**config.mk**
```make
export PLATFORM = sky130hd
export DESIGN_NAME = mem_arbiter
export DESIGN_NICKNAME = d
export VERILOG_FILES = /design/src/rtl/mem_arbiter.sv
export SDC_FILE = /design/constraint.sdc
export NUM_CORES = 1
export LEC_CHECK = 0
export CORE_MARGIN = 5
export CORE_UTILIZATION = 44
export CTS_BUF_LIST = sky130_fd_sc_hd__clkbuf_4 sky130_fd_sc_hd__clkbuf_8
export DETAILED_ROUTE_END_ITERATION = 12
export PLACE_DENSITY = 0.88
export SLEW_MARGIN = 15
export SYNTH_ARGS = -nofsm -noshare
export SYNTH_HDL_FRONTEND = slang
export SYNTH_SLANG_ARGS = --single-unit
```
**constraint.sdc**
```tcl
create_clock -name clk -period 2.15 [get_ports clk]
set_input_delay 0.3225 -clock clk [delete_from_list [all_inputs] [get_ports clk]]
set_output_delay 0.3225 -clock clk [all_outputs]
set_load 0.005 [all_outputs]
```
**src/rtl/mem_arbiter.sv**
```systemverilog
// Single-port PDP-8 memory arbiter between instruction fetch (IFD) and execute (EXEC).
// Each access runs through a fixed-latency sequence; the starve counter guarantees IFD progress.
module mem_arbiter #(
  parameter int unsigned ADDR_WIDTH   = 12,
  parameter int unsigned DATA_WIDTH   = 12,
  parameter int unsigned MEM_LATENCY  = 1,
  parameter int unsigned STARVE_LIMIT = 4
) (
  input  logic                  clk,
  input  logic                  reset_n,
  input  logic                  ifd_rd_req,
  input  logic [ADDR_WIDTH-1:0] ifd_rd_addr,
  output logic [DATA_WIDTH-1:0] ifd_rd_data,
  output logic                  ifd_rd_done,
  input  logic                  exec_rd_req,
  input  logic [ADDR_WIDTH-1:0] exec_rd_addr,
  output logic [DATA_WIDTH-1:0] exec_rd_data,
  output logic                  exec_rd_done,
  input  logic                  exec_wr_req,
  input  logic [ADDR_WIDTH-1:0] exec_wr_addr,
  input  logic [DATA_WIDTH-1:0] exec_wr_data,
  output logic                  exec_wr_done,
  output logic                  mem_rd_req,
  output logic [ADDR_WIDTH-1:0] mem_rd_addr,
  input  logic [DATA_WIDTH-1:0] mem_rd_data,
  output logic                  mem_wr_req,
  output logic [ADDR_WIDTH-1:0] mem_wr_addr,
  output logic [DATA_WIDTH-1:0] mem_wr_data
);

  localparam int unsigned STARVE_W = 3;
  localparam int unsigned WAIT_W   = 2;
  localparam logic [STARVE_W-1:0] STARVE_MAX = STARVE_W'(STARVE_LIMIT);
  localparam logic [WAIT_W-1:0]   WAIT_INIT  = WAIT_W'(MEM_LATENCY - 1);

  typedef enum logic [2:0] {
    IDLE,
    RD_ISSUE,
    RD_WAIT,
    WR_ISSUE,
    DONE,
    RELEASE
  } state_t;

  state_t              state;
  logic [STARVE_W-1:0] starve_cnt;
  logic [WAIT_W-1:0]   wait_cnt;
  logic                rd_for_ifd;

  logic starve_hit;
  logic wr_win;
  logic rd_win;
  logic ifd_win;

  // Arbitration: write > operand read > fetch, unless IFD has been starved long enough.
  always_comb begin
    starve_hit = 1'b0;
    wr_win     = 1'b0;
    rd_win     = 1'b0;
    ifd_win    = 1'b0;
    starve_hit = ifd_rd_req && (starve_cnt == STARVE_MAX);
    wr_win     = exec_wr_req && !starve_hit;
    rd_win     = exec_rd_req && !exec_wr_req && !starve_hit;
    ifd_win    = ifd_rd_req && (starve_hit || (!exec_wr_req && !exec_rd_req));
  end

  // The issue-cycle output registers double as the latched winner address/data.
  always_ff @(posedge clk or negedge reset_n) begin
    if (!reset_n) begin
      state        <= IDLE;
      starve_cnt   <= '0;
      wait_cnt     <= '0;
      rd_for_ifd   <= 1'b0;
      ifd_rd_data  <= '0;
      ifd_rd_done  <= 1'b0;
      exec_rd_data <= '0;
      exec_rd_done <= 1'b0;
      exec_wr_done <= 1'b0;
      mem_rd_req   <= 1'b0;
      mem_rd_addr  <= '0;
      mem_wr_req   <= 1'b0;
      mem_wr_addr  <= '0;
      mem_wr_data  <= '0;
    end else begin
      ifd_rd_done  <= 1'b0;
      exec_rd_done <= 1'b0;
      exec_wr_done <= 1'b0;
      mem_rd_req   <= 1'b0;
      mem_rd_addr  <= '0;
      mem_wr_req   <= 1'b0;
      mem_wr_addr  <= '0;
      mem_wr_data  <= '0;

      case (state)
        IDLE: begin
          if (!ifd_rd_req) begin
            starve_cnt <= '0;
          end
          if (wr_win) begin
            state       <= WR_ISSUE;
            mem_wr_req  <= 1'b1;
            mem_wr_addr <= exec_wr_addr;
            mem_wr_data <= exec_wr_data;
            if (ifd_rd_req && (starve_cnt < STARVE_MAX)) begin
              starve_cnt <= starve_cnt + STARVE_W'(1);
            end
          end else if (rd_win) begin
            state       <= RD_ISSUE;
            rd_for_ifd  <= 1'b0;
            mem_rd_req  <= 1'b1;
            mem_rd_addr <= exec_rd_addr;
            if (ifd_rd_req && (starve_cnt < STARVE_MAX)) begin
              starve_cnt <= starve_cnt + STARVE_W'(1);
            end
          end else if (ifd_win) begin
            state       <= RD_ISSUE;
            rd_for_ifd  <= 1'b1;
            mem_rd_req  <= 1'b1;
            mem_rd_addr <= ifd_rd_addr;
            starve_cnt  <= '0;
          end
        end
        RD_ISSUE: begin
          wait_cnt <= WAIT_INIT;
          state    <= RD_WAIT;
        end
        RD_WAIT: begin
          if (wait_cnt == '0) begin
            state <= DONE;
            if (rd_for_ifd) begin
              ifd_rd_done <= 1'b1;
              ifd_rd_data <= mem_rd_data;
            end else begin
              exec_rd_done <= 1'b1;
              exec_rd_data <= mem_rd_data;
            end
          end else begin
            wait_cnt <= wait_cnt - WAIT_W'(1);
          end
        end
        WR_ISSUE: begin
          state        <= DONE;
          exec_wr_done <= 1'b1;
        end
        DONE:    state <= RELEASE;
        RELEASE: state <= IDLE;
        default: state <= IDLE;
      endcase
    end
  end

  // Bus-exclusivity invariants.
  a_one_strobe: assert property (@(posedge clk) disable iff (!reset_n)
    !(mem_rd_req && mem_wr_req));
  a_one_done: assert property (@(posedge clk) disable iff (!reset_n)
    $onehot0({ifd_rd_done, exec_rd_done, exec_wr_done}));

endmodule

```
# After elaboration in Yosys (flattened, before gate mapping)
# Cells that the tools add are included.
dict set report totals {
  ff_bits 74
  latch_bits 0
  ramBits 0
  mem_bits_ro 0
  inputBits 65
  output_inout_bits 65
  wordCells 82
  mem_count 0
}
dict set report op_classes {
  add_sub_neg 2
  mul 0
  div_mod_pow 0
  order_cmp 1
  n_eq_ne 8
  shift 0
  n_mux 35
  bitwise 2
  reduce_logical 20
}
# cell count
set op_table {}
lappend op_table {{12-bit 2-to-1 mux} 8}
lappend op_table {{3-bit 2-to-1 mux} 9}
lappend op_table {{1-bit 2-to-1 mux} 15}
lappend op_table {{3-bit one-hot mux with 5 select lines} 1}
lappend op_table {{3-bit AND reduction} 3}
lappend op_table {{1-bit logical AND} 7}
lappend op_table {{3-bit by 2-bit equality test with 1-bit output (second input constant)} 2}
lappend op_table {{3-bit equality test (second input constant)} 2}
lappend op_table {{2-bit inequality test (second input constant)} 2}
lappend op_table {{4-bit inequality test (second input constant)} 1}
lappend op_table {{2-bit one-hot mux with 2 select lines} 1}
lappend op_table {{2-bit AND reduction} 2}
lappend op_table {{2-bit nonzero test} 2}
lappend op_table {{3-bit by 1-bit adder with 3-bit output (second input constant)} 1}
lappend op_table {{3-bit by 1-bit equality test with 1-bit output (second input constant)} 1}
lappend op_table {{1-bit zero test} 3}
lappend op_table {{3-bit zero test} 1}
lappend op_table {{3-bit less-than comparator (second input constant)} 1}
lappend op_table {{2-bit zero test} 1}
lappend op_table {{2-bit 2-to-1 mux} 1}
lappend op_table {{1-bit NOT} 2}
lappend op_table {{2-bit by 1-bit subtractor with 2-bit output (second input constant)} 1}
lappend op_table {{1-bit logical OR} 1}

# Logic depth before layout (Yosys ltp)
dict set report logic_depth {
  ltp_word 8
  depth_mapped 7
  depth_no_buf 5
}

# Least setup slack after synthesis
# Ideal clock, no wire load.
dict set report synth_timing {
  path_type {reg-to-reg}
  from {register wait_cnt[0]}
  to {register exec_rd_data[10]}
  setup_time_ns 0.125
  t_arrival_ns 1.412
  required_ns 2.025
  slack_ns 0.613
  stages_incl_launch_ff 7
  n_path_buf 2
  period_less_slack_ns 1.537
  cell_sequence {dfrtp_1 inv_1 ha_1 and4b_1 buf_6 buf_8 mux2_4}
}
dict set report synth_between {
  elab_chain_cells 2
}
# item line_no
set synth_lines {}
lappend synth_lines {{from (decl)} 47} ;# logic [WAIT_W-1:0] wait_cnt;
lappend synth_lines {{from (signal assigned)} 138} ;# wait_cnt <= wait_cnt - WAIT_W'(1);
lappend synth_lines {{2-bit zero test} 128} ;# if (wait_cnt == '0) begin
lappend synth_lines {{3-bit AND reduction (no source line)} --}
lappend synth_lines {{to (signal assigned)} 135} ;# exec_rd_data <= mem_rd_data;
lappend synth_lines {{to (decl)} 17} ;# output logic [DATA_WIDTH-1:0] exec_rd_data,
# No other way between the ends.
# A chain may end at the register's enable or synchronous reset.

# Worst setup path in the final report
dict set report layout_timing {
  from {register wait_cnt[0]}
  to {register ifd_rd_data[8]}
}
dict set report layout_between {
  elab_chain_cells 2
}
# item line_no
set layout_lines {}
lappend layout_lines {{2-bit zero test} 128}
lappend layout_lines {{3-bit AND reduction (no source line)} --}
lappend layout_lines {{to (signal assigned)} 132} ;# ifd_rd_data <= mem_rd_data;
lappend layout_lines {{to (decl)} 13} ;# output logic [DATA_WIDTH-1:0] ifd_rd_data,
# No other way between the ends.

==> flow_summary.json <==
{
  "status": "finished clean",
  "hold_viol": 0,
  "antenna_cells": 0,
  "cp_data_arrival_time_ns": 1.92,
  "cp_max_fo": 13,
  "nets": 427,
  "grt_pass1_wl_um": 11700,
  "powerDensity_mw_per_mm2": 1080,
  "gp_congestion": 0.802,
  "layout_min_cycle_time_ns": 1.71,
  "core-area_mm2": 0.00676,
  "clk_latency_ns": 0.33,
  "maxCapViolations": 0,
  "power_mw": 4.88,
  "final_cell_mix": "clkdlybuf4s50_1, dfrtp_1, nand3_1, mux2_2",
  "cts_setup_buffers": 0,
  "clockBufferDepth": 2,
  "drc": 0,
  "initial_core_util_pct": 44.7,
  "final_util_pct": 67.0,
  "peakVddDrop_uv": 528,
  "grt_max_degree": 75,
  "postCtsHoldBufs": 0,
  "max_slew_margin_pct": 40.5,
  "required_ns": 2.36,
  "cts_sinks": 74,
  "async_reset_ff_share_pct": 100,
  "rsz0062_at_grt": "no",
  "grt_usage_pct": 17.4,
  "area_growth_syn_to_layout_pct": 49.7,
  "synth_cells": 228,
  "yosysSeqAreaShare_pct": 61.3,
  "worstSetupPathType": "reg2reg",
  "io_pins": 130,
  "period_share_pct": 79.7,
  "placementRows": 30,
  "cp_slowest_stage_delay_ns": 0.43,
  "crit_family": "multiplexers",
  "grt_antenna_before_repair": 0,
  "synth_cell_type_count": 38,
  "vias": 2208,
  "synth_flop_cell": "dfrtp_1",
  "end_kind": "register",
  "place_inst": 428,
  "hpwlAfterDp_um": 5460,
  "p_leak_nw": 1.97,
  "drv_slew": 0,
  "layout.cells.non_filler": 443,
  "synth_area_mm2": 0.00302,
  "path_cells": "inv_1, ha_1, nand4_2, mux2_2",
  "cts_inserted_buffers": 9,
  "wl_um": 7360,
  "setup_tns_ns": 0,
  "cts-root-buf": "clkbuf_8",
  "critPathLaunchType": "register",
  "dieArea_mm2": 0.00862,
  "critPathSlowestCell": "mux2_2",
  "avgSynthCellArea_um2": 13.3,
  "grt_pass1_vias": 2294,
  "drt_iter0_markers": 61,
  "syn-num-nets": 296,
  "worstReg2RegStart": "wait_cnt[0]",
  "synth_edf_count": 0,
  "overflow": 0,
  "worst_pin_slew_ns": 0.892,
  "skew_ns": 0.00702,
  "h-tree-depth": 3,
  "cts.clk_slew.worst_paths_ns": 0.08,
  "reg2reg_slack_ns": 0.44,
  "ff2ff_path_depth": 4,
  "viasPerCell": 4.98,
  "cts_resized": 0,
  "cp.buffers_inverters": 1,
  "finalSetupViolCount": 0,
  "clock.fmax_ghz": 0.584,
  "die_h_um": 92.9,
  "yosysWarnings": 0,
  "cts_tree": "done",
  "port-buffer-count": 129,
  "drive_above_1_share_pct": 17.6,
  "layout_commonest_cell": "clkdlybuf4s50_1",
  "ys_ff_latch": 74,
  "fp.dieW_um": 92.9,
  "wl_per_cell_um": 16.6,
  "rr_endpoint": "ifd_rd_data[8]",
  "first_pass_iters": 4,
  "hold_path.class": "in2async",
  "ant_nets": 0
}
metal layers:
metal / track usage (%) / part of all wire, % / up-vias
li1: - / - / 1054
met1: 21.0 / 42 / 1062
met2: 29.9 / 51 / 86
met3: 5.12 / 6.7 / 6
met4: 5.25 / 0.79 / 0
met5: 0 / 0 / -
synthesized netlist by cell type, drive strengths merged (3+ instances only):
cell	count	share of area (%)
nor3	3	0.87
dfrtp	74	61
and3	3	0.83
mux2	25	10
a21oi	7	1.3
nor2	6	0.99
and2	24	5.4
nand2	3	0.37
nand3	17	2.8
buf	12	3.6
ha	3	1.2
a22o	3	0.87
nand2b	3	0.62
o21ai	15	2.6
inv	7	0.87
a211oi	9	2.2
sequential cells by signal, summed over array words and instances (netlist names):
| signal | cells |
|---|---|
| state | 3 |
| mem_rd_addr | 12 |
| exec_rd_data | 12 |
| mem_wr_data | 12 |
| mem_wr_req | 1 |
| ifd_rd_data | 12 |
| starve_cnt | 3 |
| rd_for_ifd | 1 |
| exec_wr_done | 1 |
| mem_rd_req | 1 |
| mem_wr_addr | 12 |
| exec_rd_done | 1 |
| ifd_rd_done | 1 |
| wait_cnt | 2 |
worst max path at each step:
stage | from | to | slack (ns) | cells after the start
final | wait_cnt[0] | ifd_rd_data[8] | 0.44 | 4
after floorplan | wait_cnt[0] | exec_rd_data[10] | 0.61 | 6
after global placement | ifd_rd_req | mem_rd_addr[9] | 0.38 | 4
after detailed placement | ifd_rd_req | mem_rd_addr[9] | 0.31 | 4
after global routing | wait_cnt[0] | ifd_rd_data[8] | 0.31 | 4
after CTS | wait_cnt[0] | ifd_rd_data[8] | 0.41 | 4
area by class of cell:
| class | instances | area [um^2] |
|---|---|---|
| Multi-Input combinational cell | 133 | 1030 |
| Clock buffer | 10 | 138 |
| Inverter | 7 | 26.3 |
| Clock inverter | 5 | 55.1 |
| Tap cell | 80 | 100 |
| Timing Repair Buffer | 134 | 1330 |
| Sequential cell | 74 | 1850 |
| Fill cell | 506 | 2230 |
cells by family (layout without fill, tap and decap cells):
logic type      after synthesis  after routing  synth area share, %
simple gates                 67             67                 14.2
fa+ha+maj                     3              3                 1.24
mux                          25             25                 10.4
compound gates               38             38                 8.16
buf+inv                      21            156                 4.72
flops                        74             74                 61.3
where the power goes:
group / switching, mW / internal, mW
Combinational: 0.608 / 1.17
Sequential: 0.274 / 1.79
Clock: 0.475 / 0.557
worst reg2reg max path, stage by stage (launching register included):
cell	delay, ns
dfrtp_1	0.40
inv_1	0.08
ha_1	0.26
nand4_2	0.42
mux2_2	0.44
per-stage QoR:
stage               worst slack, ns  area (um^2)  hold WS [ns]
global route                  0.314         4520         0.183
floorplan                     0.613         3020        0.0269
finish                        0.436         4520         0.121
CTS                           0.405         4520         0.147
detailed placement            0.311         4330         0.488
global placement              0.379         4330         0.488
No activity file was read; power rests on OpenSTA's default activity.
